`src/rtl/mhrd_pkg.sv`:
```
// Shared definitions for the nibble-serial arithmetic datapath.
// The overflow helper works purely from the sign bits of the operands and the result.
package mhrd_pkg;

  localparam int NIBBLE_W = 4;
  localparam int WORD_W   = 16;

  typedef enum logic [1:0] {
    IDLE = 2'd0,
    RUN  = 2'd1,
    DONE = 2'd2
  } adder_seq_state_t;

  // Two's-complement overflow: operands agree in sign but the result does not.
  function automatic logic signed_ovf(input logic a_msb, input logic b_msb, input logic r_msb);
    return (a_msb == b_msb) && (r_msb != a_msb);
  endfunction

endpackage

```
`src/rtl/adder16_seq_adder4b.sv`:
```
// Existing 4-bit ripple adder cell that the sequential adder reuses once per nibble.
// It is purely combinational.
module ADDER4B (
  input  logic       carryIn,
  input  logic [3:0] in1,
  input  logic [3:0] in2,
  output logic [3:0] out,
  output logic       carryOut
);

  logic [4:0] w_sum;

  assign w_sum    = {1'b0, in1} + {1'b0, in2} + {4'b0000, carryIn};
  assign out      = w_sum[3:0];
  assign carryOut = w_sum[4];

endmodule

```
`src/rtl/adder16_seq.sv`:
```
// Nibble-serial adder/subtractor: one ADDER4B evaluated over NIBBLES cycles.
// Only the inter-nibble carry and the partial result cross clock edges.
module adder16_seq
  import mhrd_pkg::*;
#(
  parameter int NIBBLES = WORD_W / NIBBLE_W
) (
  input  logic                         clk,
  input  logic                         reset,
  input  logic                         start,
  input  logic                         sub,
  input  logic                         carryIn,
  input  logic [NIBBLE_W*NIBBLES-1:0]  in1,
  input  logic [NIBBLE_W*NIBBLES-1:0]  in2,
  output logic                         busy,
  output logic                         done,
  output logic [NIBBLE_W*NIBBLES-1:0]  out,
  output logic                         carryOut,
  output logic                         overflow
);

  localparam int W     = NIBBLE_W * NIBBLES;
  localparam int IDX_W = (NIBBLES > 1) ? $clog2(NIBBLES) : 1;

  adder_seq_state_t r_state;
  logic [W-1:0]     r_a;
  logic [W-1:0]     r_b;
  logic [W-1:0]     r_part;
  logic [W-1:0]     r_out;
  logic             r_carry;
  logic             r_busy;
  logic             r_done;
  logic             r_cout;
  logic             r_ovf;
  logic [IDX_W-1:0] r_idx;

  logic [NIBBLE_W-1:0] w_nib_a;
  logic [NIBBLE_W-1:0] w_nib_b;
  logic [NIBBLE_W-1:0] w_sum;
  logic                w_cout;
  logic [W-1:0]        w_result;
  logic                w_last;

  // Select the active operand nibbles and merge the adder output into the partial result.
  always_comb begin
    w_nib_a  = r_a[r_idx*NIBBLE_W +: NIBBLE_W];
    w_nib_b  = r_b[r_idx*NIBBLE_W +: NIBBLE_W];
    w_result = r_part;
    w_result[r_idx*NIBBLE_W +: NIBBLE_W] = w_sum;
  end

  assign w_last = (r_idx == IDX_W'(NIBBLES - 1));

  ADDER4B u_adder4b (
    .carryIn  (r_carry),
    .in1      (w_nib_a),
    .in2      (w_nib_b),
    .out      (w_sum),
    .carryOut (w_cout)
  );

  // Control FSM and datapath registers; outputs only move on entry to DONE.
  always_ff @(posedge clk or posedge reset) begin
    if (reset) begin
      r_state <= IDLE;
      r_a     <= '0;
      r_b     <= '0;
      r_part  <= '0;
      r_out   <= '0;
      r_carry <= 1'b0;
      r_busy  <= 1'b0;
      r_done  <= 1'b0;
      r_cout  <= 1'b0;
      r_ovf   <= 1'b0;
      r_idx   <= '0;
    end else begin
      case (r_state)
        IDLE, DONE: begin
          r_done <= 1'b0;
          if (start) begin
            // Subtraction is A + ~B + 1, so the caller's carry is replaced.
            r_a     <= in1;
            r_b     <= sub ? ~in2 : in2;
            r_carry <= sub ? 1'b1 : carryIn;
            r_part  <= '0;
            r_idx   <= '0;
            r_busy  <= 1'b1;
            r_state <= RUN;
          end else begin
            r_busy  <= 1'b0;
            r_state <= IDLE;
          end
        end
        RUN: begin
          r_part  <= w_result;
          r_carry <= w_cout;
          if (w_last) begin
            r_idx   <= '0;
            r_busy  <= 1'b0;
            r_done  <= 1'b1;
            r_out   <= w_result;
            r_cout  <= w_cout;
            r_ovf   <= signed_ovf(r_a[W-1], r_b[W-1], w_sum[NIBBLE_W-1]);
            r_state <= DONE;
          end else begin
            r_idx   <= r_idx + IDX_W'(1);
            r_busy  <= 1'b1;
            r_state <= RUN;
          end
        end
        default: begin
          r_busy  <= 1'b0;
          r_done  <= 1'b0;
          r_state <= IDLE;
        end
      endcase
    end
  end

  assign busy     = r_busy;
  assign done     = r_done;
  assign out      = r_out;
  assign carryOut = r_cout;
  assign overflow = r_ovf;

endmodule

```
`config.mk`:
```
export PLATFORM = sky130hd
export DESIGN_NAME = adder16_seq
export DESIGN_NICKNAME = d
export VERILOG_FILES = /design/src/rtl/mhrd_pkg.sv /design/src/rtl/adder16_seq_adder4b.sv /design/src/rtl/adder16_seq.sv
export SDC_FILE = /design/constraint.sdc
export NUM_CORES = 1
export LEC_CHECK = 0
export ABC_AREA = 1
export CAP_MARGIN = 20
export CORE_UTILIZATION = 35
export CTS_BUF_LIST = sky130_fd_sc_hd__clkbuf_8
export DETAILED_ROUTE_END_ITERATION = 8
export DONT_BUFFER_PORTS = 1
export GPL_ROUTABILITY_DRIVEN = 0
export GPL_TIMING_DRIVEN = 0
export PLACE_DENSITY = 0.47
export SYNTH_ARGS = -nofsm -noshare
export SYNTH_HDL_FRONTEND = slang
export SYNTH_SLANG_ARGS = --single-unit
export TNS_END_PERCENT = 5
```
`constraint.sdc`:
```
create_clock -name clk -period 4.7 [get_ports clk]
set_clock_uncertainty 0.15 [all_clocks]
set_input_delay 0.235 -clock clk [delete_from_list [all_inputs] [get_ports clk]]
set_output_delay 0.235 -clock clk [all_outputs]
set_load 0.01 [all_outputs]
```
# After elaboration in Yosys (flattened, before gate mapping)

Index checks and enable logic that the tools add are counted.

Register bits after elaboration: 73
Bits of input ports: 37
Output and inout port bits: 20

Add/subtract/negate cells: 4
Equal/unequal tests: 7
Shifts and indexed selects: 4
Multiplexer cells: 18
Bitwise gates (word level): 1
Reduce and logical (&&, ||, !) cells: 7

Operators by type and width:

| cell                      | number |
|---|---|
| $neg A4 Y34               | 1 |
| $shift A4 B34 Y16 const A | 1 |
| $shiftx A4 B34 Y16        | 1 |
| $mux W16                  | 2 |
| $pmux W16 S2              | 1 |
| $shiftx A16 B5 Y4         | 2 |
| $bwmux W16                | 1 |
| $not A16 Y16              | 1 |
| $pmux W2 S2               | 2 |
| $mux W1                   | 7 |
| $mux W2                   | 3 |
| $reduce_and A2 Y1         | 3 |
| $add A4 B4 Y5             | 1 |
| $add A5 B1 Y5             | 1 |
| $eq A2 B2 Y1 const B      | 2 |
| $ne A2 B2 Y1 const B      | 2 |
| $pmux W1 S2               | 2 |
| $add A2 B1 Y2 const B     | 1 |
| $eq A2 B1 Y1 const B      | 1 |
| $logic_not A2 Y1          | 1 |
| $reduce_bool A2 Y1        | 1 |
| $reduce_or A2 Y1          | 1 |
| $eq A1 B1 Y1              | 1 |
| $logic_and A1 B1 Y1       | 1 |
| $ne A1 B1 Y1              | 1 |

# Longest topological paths before layout

Gate-level depths: netlist (run 1).

Depth after elaboration: 6
Depth in mapped cells: 14
Gate-level depth less buffers: 12

# Modules after synthesis

A second synthesis (run 1) with hierarchy kept.

Cells, all modules: 462
Area, all modules: 3682.3 um2

By module, submodules not included:

| module      | times used | cells an instance | area an instance (um2) |
|---|---|---|---|
| adder16_seq | 1          | 437               | 3517.1 |
| ADDER4B     | 1          | 25                | 165.2 |

# Least setup slack after synthesis (run 1)

OpenSTA, ideal clock, no wires.

Path kind: reg-to-reg
Start: register r_idx[0]
End: register r_part[10]
Setup time: 128 ps
Arrival: 2344 ps
Path slack: 2078 ps
Cell stages (with the launch flop): 12
Path buffers: 2
Cells stage by stage: dfrtp_1 inv_2 buf_6 buf_2 nor2_1 o22ai_1 fa_1 fa_1 xnor2_1 nor2_1 a22oi_1 o21ai_0

Cells in the longest elaborated chain, start to end: 6
Elaborated cells on any way between the ends: 9
Classes of those cells: add/sub: 3; shift: 4; mux: 2

Ends and longest elaborated chain:

| what                                        | RTL line                             | text |
|---|---|---|
| from (decl)                                 | adder16_seq.sv:35                    | `logic [IDX_W-1:0] r_idx;` |
| from (signal assigned)                      | adder16_seq.sv:106                   | `r_idx <= r_idx + IDX_W'(1);` |
| $shiftx A16 B5 Y4, on equally long branches | adder16_seq.sv:46, adder16_seq.sv:47 |  |
| $add A4 B4 Y5                               | adder16_seq_adder4b.sv:13            | `assign w_sum = {1'b0, in1} + {1'b0, in2} + {4'b0000, carryIn};` |
| $add A5 B1 Y5                               | adder16_seq_adder4b.sv:13            |  |
| $shiftx A4 B34 Y16                          | adder16_seq.sv:49                    | `w_result[r_idx*NIBBLE_W +: NIBBLE_W] = w_sum;` |
| $bwmux W16 (*)                              | adder16_seq.sv:49                    |  |
| $pmux W16 S2 (*)                            | adder16_seq.sv:77                    | `case (r_state)` |
| to (signal assigned)                        | adder16_seq.sv:95                    | `r_part <= w_result;` |
| to (decl)                                   | adder16_seq.sv:28                    | `logic [W-1:0] r_part;` |

Mark *: on every way between the ends. The rest lies on a longest branch, timed or not.
A chain may end at the register's enable or synchronous reset.

# Worst setup path after layout (run 1)

Start: register r_idx[1]
End: register r_part[10]

The elaborated chain is that of the path after synthesis.

==> results of run 1 <==
## path summary, 6_finish.rpt
kind	endpoint	slack (ps)	cells past startpoint
setup / recovery	r_part[10]	1260	9
hold / removal	out[4]	90	2
setup reg to reg	r_part[10]	1260	9
hold reg to reg	r_part[15]	330	2
max in group asynchronous	r_a[0]	3770	3
min in group clk	r_part[9]	110	3
## metal layers
metal / GRT usage / routed length, um / up-vias
met5: 0 / 0 / -
met4: 0.0538 / 128 / 0
met3: 0.0468 / 345 / 14
met2: 0.322 / 4320 / 63
met1: 0.220 / 3740 / 1342
li1: - / - / 1339
## cell usage after synthesis
master,instances
nand2_1,108
dfrtp_1,72
o21ai_0,42
inv_1,25
nor2_1,22
xnor2_1,17
mux2_2,16
o22ai_1,16
ha_1,9
nand3_1,6
clkbuf_1,5
o21ai_2,5
buf_2,4
inv_2,4
a22oi_1,3
buf_4,3
buf_6,3
nand4_1,3
o21ai_1,3
fa_1,2
a21oi_1,1
buf_1,1
clkinv_1,1
inv_4,1
nand2_2,1
nand2_4,1
nand4_2,1
nor2_2,1
nor2_4,1
nor2_8,1
nor3_2,1
o211ai_1,1
o21bai_1,1
o22ai_2,1
## flip-flops by register name, indices dropped and copies added, names as in the netlist, 2 cells and up
| register | cells |
|---|---|
| r_part | 16 |
| out | 16 |
| r_idx | 2 |
| r_b | 16 |
| r_a | 16 |
| r_state | 2 |
## where the power goes
group          switching, mW  leakage, nW  internal (mW)  total [mW]
clock                  0.238       0.0904          0.256       0.494
combinational          0.922        0.949          0.546        1.47
sequential             0.213        0.928          0.893        1.11
## layout make-up
class	count	area, sq um
timing repair buffer	35	368
multi-input combinational	263	1520
fill	1006	5500
clock inverter	5	57.6
inverter	31	121
clock buffer	10	138
sequential	72	1800
tap	133	166
buffer	16	98.8
## cells by family after synthesis
family,after synthesis,synth area share
multiplexers,16,0.0509
buffers and inverters,47,0.0615
flip-flops,72,0.509
adder cells (fa/ha/maj),11,0.0431
XOR/XNOR,17,0.0421
AND/OR/NAND/NOR,146,0.174
AO/OA/AOI/OAI,73,0.120
## per-stage QoR
step	hold slack (ps)	setup WS, ps	utilization
after floorplan	236	2080	-
final	90.1	1260	0.437
after global routing	79.7	1080	0.437
after CTS	85.1	1320	0.437
after detailed placement	-145	1330	0.382
after global placement	236	1390	0.379
## worst register-to-register path, cell delays in order (launching register included)
cell	delay, ps
dfrtp_1	660
clkinv_1	490
o21ai_0	200
o22ai_1	130
fa_1	460
fa_1	420
xnor2_1	330
nor2_1	140
a22oi_1	240
o21ai_0	120
==> results.json, run 1 <==
{
  "maxCapViolCount": 0,
  "dpl_cell_area_sq_um": 3740,
  "hold_viol_final": 0,
  "row_count": 36,
  "run_status": "complete, no violations",
  "synth_cells": 382,
  "yosysUniqueCellTypes": 34,
  "synth.avg_cell_area_sq_um": 9.27,
  "worst_pin_slew_ps": 549,
  "r2r-start": "r_idx[1]",
  "fin_area_sq_um": 4270,
  "timing.final.crit_share": 0.733,
  "area_growth_pct": 20.7,
  "drt-pass1-iter-count": 4,
  "initial_core_util": 0.362,
  "ys_warn_count": 0,
  "totalPowerFinal_mw": 3.07,
  "vias": 2758,
  "clockBufferDepth": 2,
  "die_w_um": 103,
  "hold_class": "primary input to asynchronous set/reset pin",
  "wl_per_cell_um": 15.1,
  "cp_max_fo": 12,
  "via_per_inst": 4.88,
  "cts_resized": 0,
  "slowest_stage": "dfrtp_1",
  "path_class": "flip-flop to flip-flop",
  "drv_slew": 0,
  "grt_max_degree": 67,
  "setup_viol": 0,
  "pwr_density_cell_nw_per_um2": 718,
  "crit_start": "r_idx[1]",
  "final_nets": 476,
  "io_pins": 57,
  "synth_top_area_cell": "dfrtp_1",
  "cts_tree": "built",
  "core_sq_um": 9770,
  "endpoint_kind": "flip-flop",
  "synth_top_area_frac": 0.509,
  "fin_setup_tns_ps": 0,
  "drc": 0,
  "io_buffers": 0,
  "grt_pass1_vias": 2883,
  "synth_seq_cells": 72,
  "die-area_sq_um": 10500,
  "grt_setup_unrepaired": "no",
  "final_cells": 565,
  "grt_pass1_wl_mm": 14.4,
  "path_delay_family": "adder cells",
  "critPathLaunchType": "flip-flop",
  "antenna_found_initial": 0,
  "crit_buf_inv": 1,
  "die_h_um": 103,
  "cts_setup_buffers": 0,
  "dpl.cell_count": 516,
  "crit_path_max_incr_delay_ps": 660,
  "ir_drop_v": 0.000367,
  "grt_overflow_total": 0,
  "synth_area_sq_um": 3540,
  "root_buffer": "clkbuf_8",
  "clock_latency_ps": 350,
  "drive_above_1_share": 0.141,
  "numCtsBuffers": 9,
  "drtAntennaViolNets": 0,
  "layout_commonest_cell": "nand2_1",
  "fmax_ghz": 0.290,
  "final_cell_mix": "nand2_1, dfrtp_1, o21ai_0",
  "crit_arrival_ps": 3530,
  "cts-htree-levels": 3,
  "final.min_clock_period_ps": 3440,
  "required_ps": 4780,
  "synth.yosys.seq_area_share": 0.509,
  "crit_chain": "clkinv_1 -> o21ai_0 -> o22ai_1 -> fa_1 -> fa_1 -> xnor2_1 -> nor2_1 -> a22oi_1 -> o21ai_0",
  "wl_mm": 8.53,
  "synth.net_count": 430,
  "power_leakage_nw": 1.97,
  "drt_iter0_drc": 76,
  "path_clk_slew_ps": 80,
  "relSlewSlack": 0.634,
  "ys_top_cells_by_area": "dfrtp_1, nand2_1, o21ai_0, mux2_2, xnor2_1",
  "cts_num_sinks": 72,
  "diodes": 0,
  "track_usage": 0.183,
  "detailed_place_hpwl_mm": 5.91,
  "holdBufCountCts": 34
}
No activity file was read; power rests on OpenSTA's default activity.
==> run 2: changes to the inputs <==
--- a/config.mk
+++ b/config.mk
@@ -13,7 +13,7 @@
 export DONT_BUFFER_PORTS = 1
 export GPL_ROUTABILITY_DRIVEN = 0
 export GPL_TIMING_DRIVEN = 0
-export PLACE_DENSITY = 0.47
+export PLACE_DENSITY = 0.49
 export SYNTH_ARGS = -nofsm -noshare
 export SYNTH_HDL_FRONTEND = slang
 export SYNTH_SLANG_ARGS = --single-unit
==> constraint.sdc (replaced) <==
create_clock -name clk -period 2.99 [get_ports clk]
set_clock_uncertainty 0.15 [all_clocks]
set_input_delay 0.1495 -clock clk [delete_from_list [all_inputs] [get_ports clk]]
set_output_delay 0.1495 -clock clk [all_outputs]
set_load 0.01 [all_outputs]
==> results.json, run 2 (synthesis gave the netlist of run 1 again) <==
{
  "dpl_cell_area_sq_um": 3740,
  "wl_per_cell_um": 14.6,
  "reg2reg_to": "out[13]",
  "die-area_sq_um": 10500,
  "antenna_found_initial": 0,
  "required_ps": 3110,
  "r2r-start": "r_idx[0]",
  "grt_pass1_wl_mm": 13.8,
  "comb_power_share": 0.491,
  "endpoint_kind": "flip-flop",
  "fmax_ghz": 0.356,
  "wl_met3_um": 237,
  "timing.final.crit_share": 0.940,
  "hold_viol_final": 0,
  "wl_met1_mm": 3.79,
  "final_cell_mix": "nand2_1, dfrtp_1, o21ai_0",
  "clkPwrFrac": 0.169,
  "met2_wirelength_mm": 4.20,
  "finalWorstSetupSlack_ps": 181,
  "setup_viol": 0,
  "detailed_place_hpwl_mm": 5.92,
  "critPathLaunchType": "flip-flop",
  "path_clk_slew_ps": 80,
  "io_buffers": 0,
  "min_from": "start",
  "numCtsBuffers": 9,
  "die_h_um": 103,
  "clockBufferDepth": 2,
  "power_leakage_nw": 2.02,
  "hold_class": "primary input to flip-flop",
  "final.min_clock_period_ps": 2810,
  "core_sq_um": 9770,
  "drive_above_1_share": 0.178,
  "swShare": 0.434,
  "fillers": 1035,
  "place_ws_ps": -415,
  "r2r_slack_ps": 180,
  "die_w_um": 103,
  "maxCapViolCount": 0,
  "drt-pass1-iter-count": 4,
  "root_buffer": "clkbuf_8",
  "seq_power_share": 0.340,
  "area_growth_pct": 23.4,
  "diodes": 0,
  "fin_area_sq_um": 4370,
  "drt_iter0_drc": 79,
  "grt_pass1_vias": 2774,
  "crit_arrival_ps": 2930,
  "initial_core_util": 0.362,
  "layout_commonest_cell": "nand2_1",
  "clock_latency_ps": 340,
  "row_count": 36,
  "ff2ff_path_depth": 13,
  "io_pins": 57,
  "p_switching_mw": 2.20,
  "grt_max_degree": 58,
  "run_status": "complete, no violations",
  "grt_overflow_total": 0,
  "holdPathStages": 3,
  "track_usage": 0.175,
  "drtAntennaViolNets": 0,
  "highest_layer": "met4",
  "ir_drop_v": 0.000469,
  "cts_num_sinks": 72,
  "drv_slew": 0,
  "cts-htree-levels": 3,
  "min_to": "r_part[13]",
  "final_nets": 480,
  "worst_pin_slew_ps": 528,
  "drc": 0,
  "p_int_mw": 2.87,
  "wl_mm": 8.31,
  "vias": 2748,
  "path_class": "flip-flop to flip-flop",
  "relSlewSlack": 0.648,
  "via_per_inst": 4.82,
  "pwr_density_cell_nw_per_um2": 1160,
  "cts_tree": "built",
  "cp_max_fo": 12
}
## run 2: power by group through the flow
stage / Clock [mW] / Combinational [mW] / Sequential, mW
2_1_floorplan: 0 / 1.73 / 1.65
3_3_place_gp: 0 / 2.23 / 1.75
3_5_place_dp: 0 / 2.27 / 1.76
4_1_cts: 0.886 / 2.38 / 1.74
5_1_grt: 0.923 / 2.83 / 1.78
6_report: 0.858 / 2.49 / 1.72
## run 2: final cells by class
cell class                 instances  area (sq um)  area share
sequential                        72          1800       0.413
multi-input combinational        263          1550       0.356
timing repair buffer              39           398      0.0911
tap                              133           166      0.0381
clock buffer                      10           138      0.0315
inverter                          31           123      0.0281
buffer                            16           103      0.0235
clock inverter                     6          83.8      0.0192
## run 2: worst max-delay path by stage
stage                   from         end  cells past startpoint  slack [ps]
floorplan           r_idx[0]  r_part[10]                     11         370
global placement    r_idx[1]  r_part[10]                      9        -310
detailed placement  r_idx[1]  r_part[10]                      9        -410
CTS                 r_idx[0]  r_part[10]                      9          60
global route        r_idx[0]  r_part[13]                     13        -0.3
finish              r_idx[0]     out[13]                     13         180
## run 2: worst max-delay path: stages (launching register included)
cell and delay [ps]:
dfrtp_2 400, inv_2 50, buf_6 140, buf_4 190, nor2_2 110, o22ai_2 110, fa_2 430, fa_2 620
nand2_2 80, nor2_2 150, nand2_1 60, o21ai_0 70, inv_1 70, o21ai_1 100
## run 2: stage by stage
| stage | hold WS [ps] | cells | utilization | power (mW) | TNS [ps] |
|---|---|---|---|---|---|
| 3_3_place_gp | 150 | 515 | 0.379 | 3.98 | -6550 |
| 2_1_floorplan | 150 | 382 | - | 3.38 | 0 |
| 3_5_place_dp | -177 | 516 | 0.382 | 4.03 | -3980 |
| 5_1_grt | 27.4 | 570 | 0.447 | 5.53 | -0.313 |
| 6_report | 21.4 | 570 | 0.447 | 5.07 | 0 |
| 4_1_cts | 13.4 | 567 | 0.442 | 5.00 | 0 |
## run 2: per-layer routing
metal	vias up	track usage
li1	1351	-
met1	1341	0.220
met2	48	0.304
met3	8	0.0393
met4	0	0.0440
met5	-	0
## run 2: repair_timing
item | CTS | global route
hold buffers | 34 | 0
setup endpoints to repair | 18 | 10
buffers inserted | 1 | 3
pin swaps | 0 | 3
endpoints found under the hold margin | 105 | 0
resized for setup | 4 | 13
